$ cat config.mk
export PLATFORM = sky130hd
export DESIGN_NAME = uart_tx_framer
export DESIGN_NICKNAME = d
export VERILOG_FILES = /design/src/rtl/uartUtil.sv /design/src/rtl/uart_tx_framer.sv
export SDC_FILE = /design/constraint.sdc
export NUM_CORES = 1
export LEC_CHECK = 0
export CELL_PAD_IN_SITES_DETAIL_PLACEMENT = 1
export CELL_PAD_IN_SITES_GLOBAL_PLACEMENT = 1
export CORE_MARGIN = 2
export CORE_UTILIZATION = 37
export CTS_CLUSTER_DIAMETER = 80
export DETAILED_ROUTE_END_ITERATION = 10
export GPL_TIMING_DRIVEN = 0
export PLACE_DENSITY_LB_ADDON = 0.1
export SETUP_SLACK_MARGIN = 0.4
export SLEW_MARGIN = 25
export SYNTH_ARGS = -nofsm -noshare
export SYNTH_HDL_FRONTEND = slang
export SYNTH_SLANG_ARGS = --single-unit
$ cat constraint.sdc
create_clock -name clk -period 1.4 [get_ports clk]
set_input_delay 0.21 -clock clk [delete_from_list [all_inputs] [get_ports clk]]
set_output_delay 0.21 -clock clk [all_outputs]
set_load 0.1 [all_outputs]
$ cat src/rtl/uartUtil.sv
// UART shared types: line-state, parity-mode and transmit-FSM encodings.
// Latency: n/a (types only).
// Backpressure: n/a (types only).
package uartUtil;

  // Generic line-state encoding used by existing receive-side logic.
  typedef enum logic [1:0] {
    IDLE,
    START,
    DATA,
    STOP
  } states_t;

  typedef enum logic [1:0] {
    PARITY_NONE,
    PARITY_ODD,
    PARITY_EVEN
  } parity_t;

  typedef enum logic [2:0] {
    TX_IDLE,
    TX_START,
    TX_DATA,
    TX_PARITY,
    TX_STOP
  } txState_t;

endpackage

$ cat src/rtl/uart_tx_framer.sv
// UART transmit framer: start bit, LSB-first data, optional parity, 1-2 stop bits.
// Latency: frame starts on the first baudTick at least one cycle after accept.
// Backpressure: txReady low while the one-entry holding register is full.
//
// Ports:
//   clk, rst        - system clock, synchronous active-high reset
//   baudTick        - one-cycle enable per bit period
//   txValid/txData  - upstream word, accepted when txValid && txReady
//   txReady         - holding register empty
//   transmitOutput  - registered serial line, idle high
//   busy            - FSM not idle
//   frameDone       - one-cycle pulse after the last stop bit
module uart_tx_framer
  import uartUtil::*;
#(
  parameter int      DATA_BITS = 8,
  parameter parity_t PARITY    = PARITY_NONE,
  parameter int      STOP_BITS = 1
) (
  input  logic                 clk,
  input  logic                 rst,
  input  logic                 baudTick,
  input  logic                 txValid,
  input  logic [DATA_BITS-1:0] txData,
  output logic                 txReady,
  output logic                 transmitOutput,
  output logic                 busy,
  output logic                 frameDone
);

  localparam int             BCW        = $clog2(DATA_BITS);
  localparam logic [BCW-1:0] BIT_LAST   = BCW'(DATA_BITS - 1);
  localparam logic           STOP_LAST  = 1'(STOP_BITS - 1);
  localparam bit             HAS_PARITY = (PARITY != PARITY_NONE);

  txState_t             state;
  logic [DATA_BITS-1:0] holdReg;
  logic [DATA_BITS-1:0] shifter;
  logic                 holdFull;
  logic                 parityBit;
  logic [BCW-1:0]       bitCnt;
  logic                 stopCnt;

  logic accept;
  logic frameEnd;
  logic load;

  function automatic logic calcParity(input logic [DATA_BITS-1:0] d);
    return (PARITY == PARITY_ODD) ? ~^d : ^d;
  endfunction

  assign txReady  = !holdFull;
  assign busy     = (state != TX_IDLE);
  assign accept   = txValid && !holdFull;
  assign frameEnd = (state == TX_STOP) && (stopCnt == STOP_LAST);
  // The shifter is reloaded either from idle or directly out of the final
  // stop bit, which gives back-to-back frames with no idle bit between them.
  assign load     = baudTick && holdFull && ((state == TX_IDLE) || frameEnd);

  always_ff @(posedge clk) begin
    if (rst) begin
      state          <= TX_IDLE;
      holdReg        <= '0;
      shifter        <= '0;
      holdFull       <= 1'b0;
      parityBit      <= 1'b0;
      bitCnt         <= '0;
      stopCnt        <= 1'b0;
      transmitOutput <= 1'b1;
      frameDone      <= 1'b0;
    end else begin
      frameDone <= baudTick && frameEnd;

      // Accept needs an empty register and load needs a full one, so the two
      // updates of holdFull below can never collide.
      if (accept) begin
        holdReg  <= txData;
        holdFull <= 1'b1;
      end

      if (load) begin
        state          <= TX_START;
        shifter        <= holdReg;
        parityBit      <= calcParity(holdReg);
        holdFull       <= 1'b0;
        transmitOutput <= 1'b0;
      end else if (baudTick) begin
        unique case (state)
          TX_IDLE: begin
            transmitOutput <= 1'b1;
          end
          TX_START: begin
            state          <= TX_DATA;
            bitCnt         <= '0;
            transmitOutput <= shifter[0];
          end
          TX_DATA: begin
            shifter <= shifter >> 1;
            if (bitCnt == BIT_LAST) begin
              if (HAS_PARITY) begin
                state          <= TX_PARITY;
                transmitOutput <= parityBit;
              end else begin
                state          <= TX_STOP;
                stopCnt        <= 1'b0;
                transmitOutput <= 1'b1;
              end
            end else begin
              bitCnt         <= bitCnt + 1'b1;
              // Line is registered, so present the bit that the shift exposes.
              transmitOutput <= shifter[1];
            end
          end
          TX_PARITY: begin
            state          <= TX_STOP;
            stopCnt        <= 1'b0;
            transmitOutput <= 1'b1;
          end
          TX_STOP: begin
            if (frameEnd) begin
              state          <= TX_IDLE;
              transmitOutput <= 1'b1;
            end else begin
              stopCnt <= stopCnt + 1'b1;
            end
          end
          default: begin
            state          <= TX_IDLE;
            transmitOutput <= 1'b1;
          end
        endcase
      end
    end
  end

endmodule

==> summary.md <==
| Metric | Value |
|---|---|
| Run status | `complete, but fails checks` |
| Failing checks | `negative setup slack` |
| Min cycle time layout | `about 1.6 ns` |
| Type of the setup path with the least slack | `register to primary output` |
| Most used standard cells in the synthesized netlist | `26 x sky130_fd_sc_hd__dfxtp_1, 10 x sky130_fd_sc_hd__nor2_1, 9 x sky130_fd_sc_hd__nand2_1` |
| Y dimension of the die | `62.5 um` |
| Share of cells above drive strength 1 | `between 50% and 60%` |
| Max frequency | `about 0.63 GHz` |
| H-tree level count | `1` |
| Largest vdd supply drop | `between 0.5 and 0.6 mV` |
| Post-Syn Nets | `about 150` |
| Count of endpoints failing hold in the final timing report | `0` |
| Proportion of synthesized chip area in sequential cells | `41.1%` |
| Total detailed-routing wirelength | `4260 um` |
| GRT Overall Usage | `just over 20%` |
| Post-DRT Antenna Nets | `0` |
| Worst setup slack after layout | `-0.197 ns` |
| Number of buffer and inverter instances along the worst setup path | `2` |
| Count of clock tree sinks | `26` |
| Layout Skew | `between 0.003 and 0.004 ns` |
| DR vias/cell | `approximately 5.3` |
| Final standard cell count with taps included and fillers excluded | `~220` |
| Arrival time at the worst endpoint | `1.39 ns` |
| Initial antenna violation count | `0` |
| Worst reg-to-reg setup slack | `-0.16 ns` |
| Cell with the largest stage delay on the worst path | `sky130_fd_sc_hd__or3_4` |
| GRT overflow | `0` |
| Half-perimeter wire length after detailed placement | `~2300 um` |
| Number of warnings reported in the yosys synthesis log | `0` |
| Placed instance count | `around 190` |
| Insertion delay of the later-clocked pin in the worst-skew pair | `between 0.3 and 0.4 ns` |
| Router iterations before antenna repair | `4` |
| Count of flip-flops with a built-in enable after synthesis | `0` |
| Post-synthesis cell count | `between 100 and 150` |
| Pleak | `approximately 0.74 nW` |
| Mean instance size in the synthesized netlist | `between 9 and 10 sq um` |
| Number of diodes added for antenna fixing | `0` |
| Final Slew Violations | `0` |
| Final layout net count | `184` |
| Crit path max-delay family | `simple AND/OR/NAND/NOR gates` |
| Count of max-cap constraint violations | `0` |
| Required arrival time at the worst endpoint | `approximately 1.2 ns` |
| Total Die Area | `~3900 sq um` |
| Min-Delay Path Class | `primary input to register` |
| Number of DRC violations after detailed-routing iteration 0 | `50` |
| Slew margin rel. | `between 50% and 60%` |
| Final GP Congestion | `0.764` |
| Wire length of the first global-routing pass | `~6300 um` |
| Library cell used as clock root buffer | `sky130_fd_sc_hd__clkbuf_4` |
| Boundary pin count | `16` |
| Largest area contributor in the netlist | `sky130_fd_sc_hd__dfxtp_1` |
| Area of the mapped netlist | `around 1300 sq um` |
| Sum of internal, switching and leakage power | `~1.8 mW` |
| Clock tree from TritonCTS | `yes` |
| Setup violations, final | `15` |
| Critical-path maximum fanout | `2` |
| Cell types with the largest area share after synthesis | `sky130_fd_sc_hd__dfxtp_1 41%, sky130_fd_sc_hd__mux2i_1 6.3%, sky130_fd_sc_hd__a21oi_1 3.2%` |
| Final Util | `between 60 and 70%` |
| Post-DR wirelength/cell | `around 20 um` |
| Number of global-route vias before repair | `~1200` |
| Die width | `62.5 um` |
| Area delta synth->final | `63.6%` |
| RSZ-0062 raised after global routing | `yes` |
| CTS clock-pin slew for the worst setup and hold paths | `~0.15 ns` |
| Number of fill cells | `about 350` |
| Proportion of synthesized flip-flops having asynchronous set or reset | `0%` |
| Worst Tran Pin Value | `between 0.7 and 0.8 ns` |
| PD cells | `853 nW/um^2` |
| Initial cell density of the core | `a little under two fifths` |
| Count of different cell masters after synthesis | `39` |
| Number of standard-cell rows in the floorplan | `21` |
| Most repeated cell in the gate-level netlist after synthesis | `sky130_fd_sc_hd__dfxtp_1` |
| Area share of the largest cell type after synthesis | `41.1%` |
| Max Buffers Root-to-Sink | `2` |
| Crit share post-route | `114%` |
| DRC errors left | `0` |
| Clock buffer count from CTS | `3` |
| Via count | `1146` |
| Maximum number of pins on one net before global-route repair | `16` |
| Cell breakdown of the critical path | `buf_6 > or3_4 > buf_12` |
| Port buffer count | `14` |
| Crit start category | `register` |
| Core ar. | `3310 sq um` |
| Stage delay of the slowest cell on the critical path | `0.38 ns` |
| Synth Register Bits | `26` |
| Dominant register cell in the synthesized netlist | `sky130_fd_sc_hd__dfxtp_1` |
| Element type at the critical path end | `primary output` |
==> layer usage <==
layer	part of all wire (%)	track usage, %	vias to the layer above
li1	-	-	554
met1	45	27.6	561
met2	50	34.1	22
met3	2.3	3.42	9
met4	2.5	6.67	0
met5	0	0	-
==> layout make-up <==
class                      instances  area [sq um]  area share [%]
clock buffer                       3          22.5            1.09
multi-input combinational         89           930            44.9
timing repair buffer              34           370            17.9
tap                               46          57.6            2.78
clock inverter                     1          30.0            1.45
buffer                            12           106            5.13
inverter                           4          18.8           0.906
sequential                        26           537            25.9
==> logic make-up after synthesis <==
| group | count (synthesis) | share of synthesized area, % |
|---|---|---|
| and+or+nand+nor | 46 | 22.5 |
| AOI/OAI and AO/OA | 33 | 20.6 |
| DFF | 26 | 41.1 |
| buffers and inverters | 16 | 7.51 |
| muxes | 8 | 6.32 |
| adders and majority gates | 2 | 1.98 |
==> cells in the final DEF, fill, tap and decap left out, types with 3 or more instances in the layout <==
cell type and n:
sky130_fd_sc_hd__buf_8 3, sky130_fd_sc_hd__nand2_1 6, sky130_fd_sc_hd__buf_6 13, sky130_fd_sc_hd__a21oi_1 3
sky130_fd_sc_hd__clkbuf_1 3, sky130_fd_sc_hd__clkdlybuf4s50_1 9, sky130_fd_sc_hd__buf_12 4, sky130_fd_sc_hd__nor4b_4 3
sky130_fd_sc_hd__buf_4 12, sky130_fd_sc_hd__nand2b_1 5, sky130_fd_sc_hd__nor2_1 8, sky130_fd_sc_hd__inv_1 3
sky130_fd_sc_hd__dfxtp_2 7, sky130_fd_sc_hd__clkbuf_4 3, sky130_fd_sc_hd__mux2i_1 7, sky130_fd_sc_hd__nor3_4 3
sky130_fd_sc_hd__nand2_2 3, sky130_fd_sc_hd__a21oi_2 3, sky130_fd_sc_hd__dfxtp_1 17
==> through the flow <==
stage	setup WS [ns]	TNS, ns	hold slack [ns]	area [sq um]
after global placement	-0.597	-6.65	0.461	1540
after global routing	-0.223	-1.68	0.424	2070
after CTS	-0.206	-1.07	0.390	1870
after detailed placement	-0.612	-7.20	0.472	1540
after floorplan	0.0588	0	0.320	1340
final	-0.197	-1.32	0.380	2070
==> power breakdown <==
part	internal (mW)	leakage (nW)	switching, mW
Sequential	0.771	0.216	0.0348
Combinational	0.201	0.496	0.216
Clock	0.290	0.0279	0.254
Total	1.26	0.740	0.505
==> path summary, 6_finish.rpt <==
kind / depth (start not counted) / startpoint / to
worst max-delay path: 3 / state[0] / busy
worst min-delay path: 3 / rst / holdFull
worst max register to register: 6 / state[0] / shifter[3]
worst min register to register: 2 / shifter[5] / shifter[5]
==> state kept, by name, indices dropped and copies added (netlist names) <==
name	count
bitCnt	3
frameDone	1
holdFull	1
holdReg	8
shifter	8
state	3
stopCnt	1
transmitOutput	1
==> repair_timing <==
item,in CTS,in global routing
gates cloned,1,0
pin swaps,10,22
setup buffers,15,4
endpoints found under the hold margin,0,0
endpoints found under the setup margin,30,30
hold buffers,0,0
resized for setup,65,36
==> tightest hold or removal path: cells and delay by family <==
kind                   cells  cell delay [ns]
AOI/OAI and AO/OA          2             0.15
buffers and inverters      1             0.34
No activity file was read; power rests on OpenSTA's default activity.
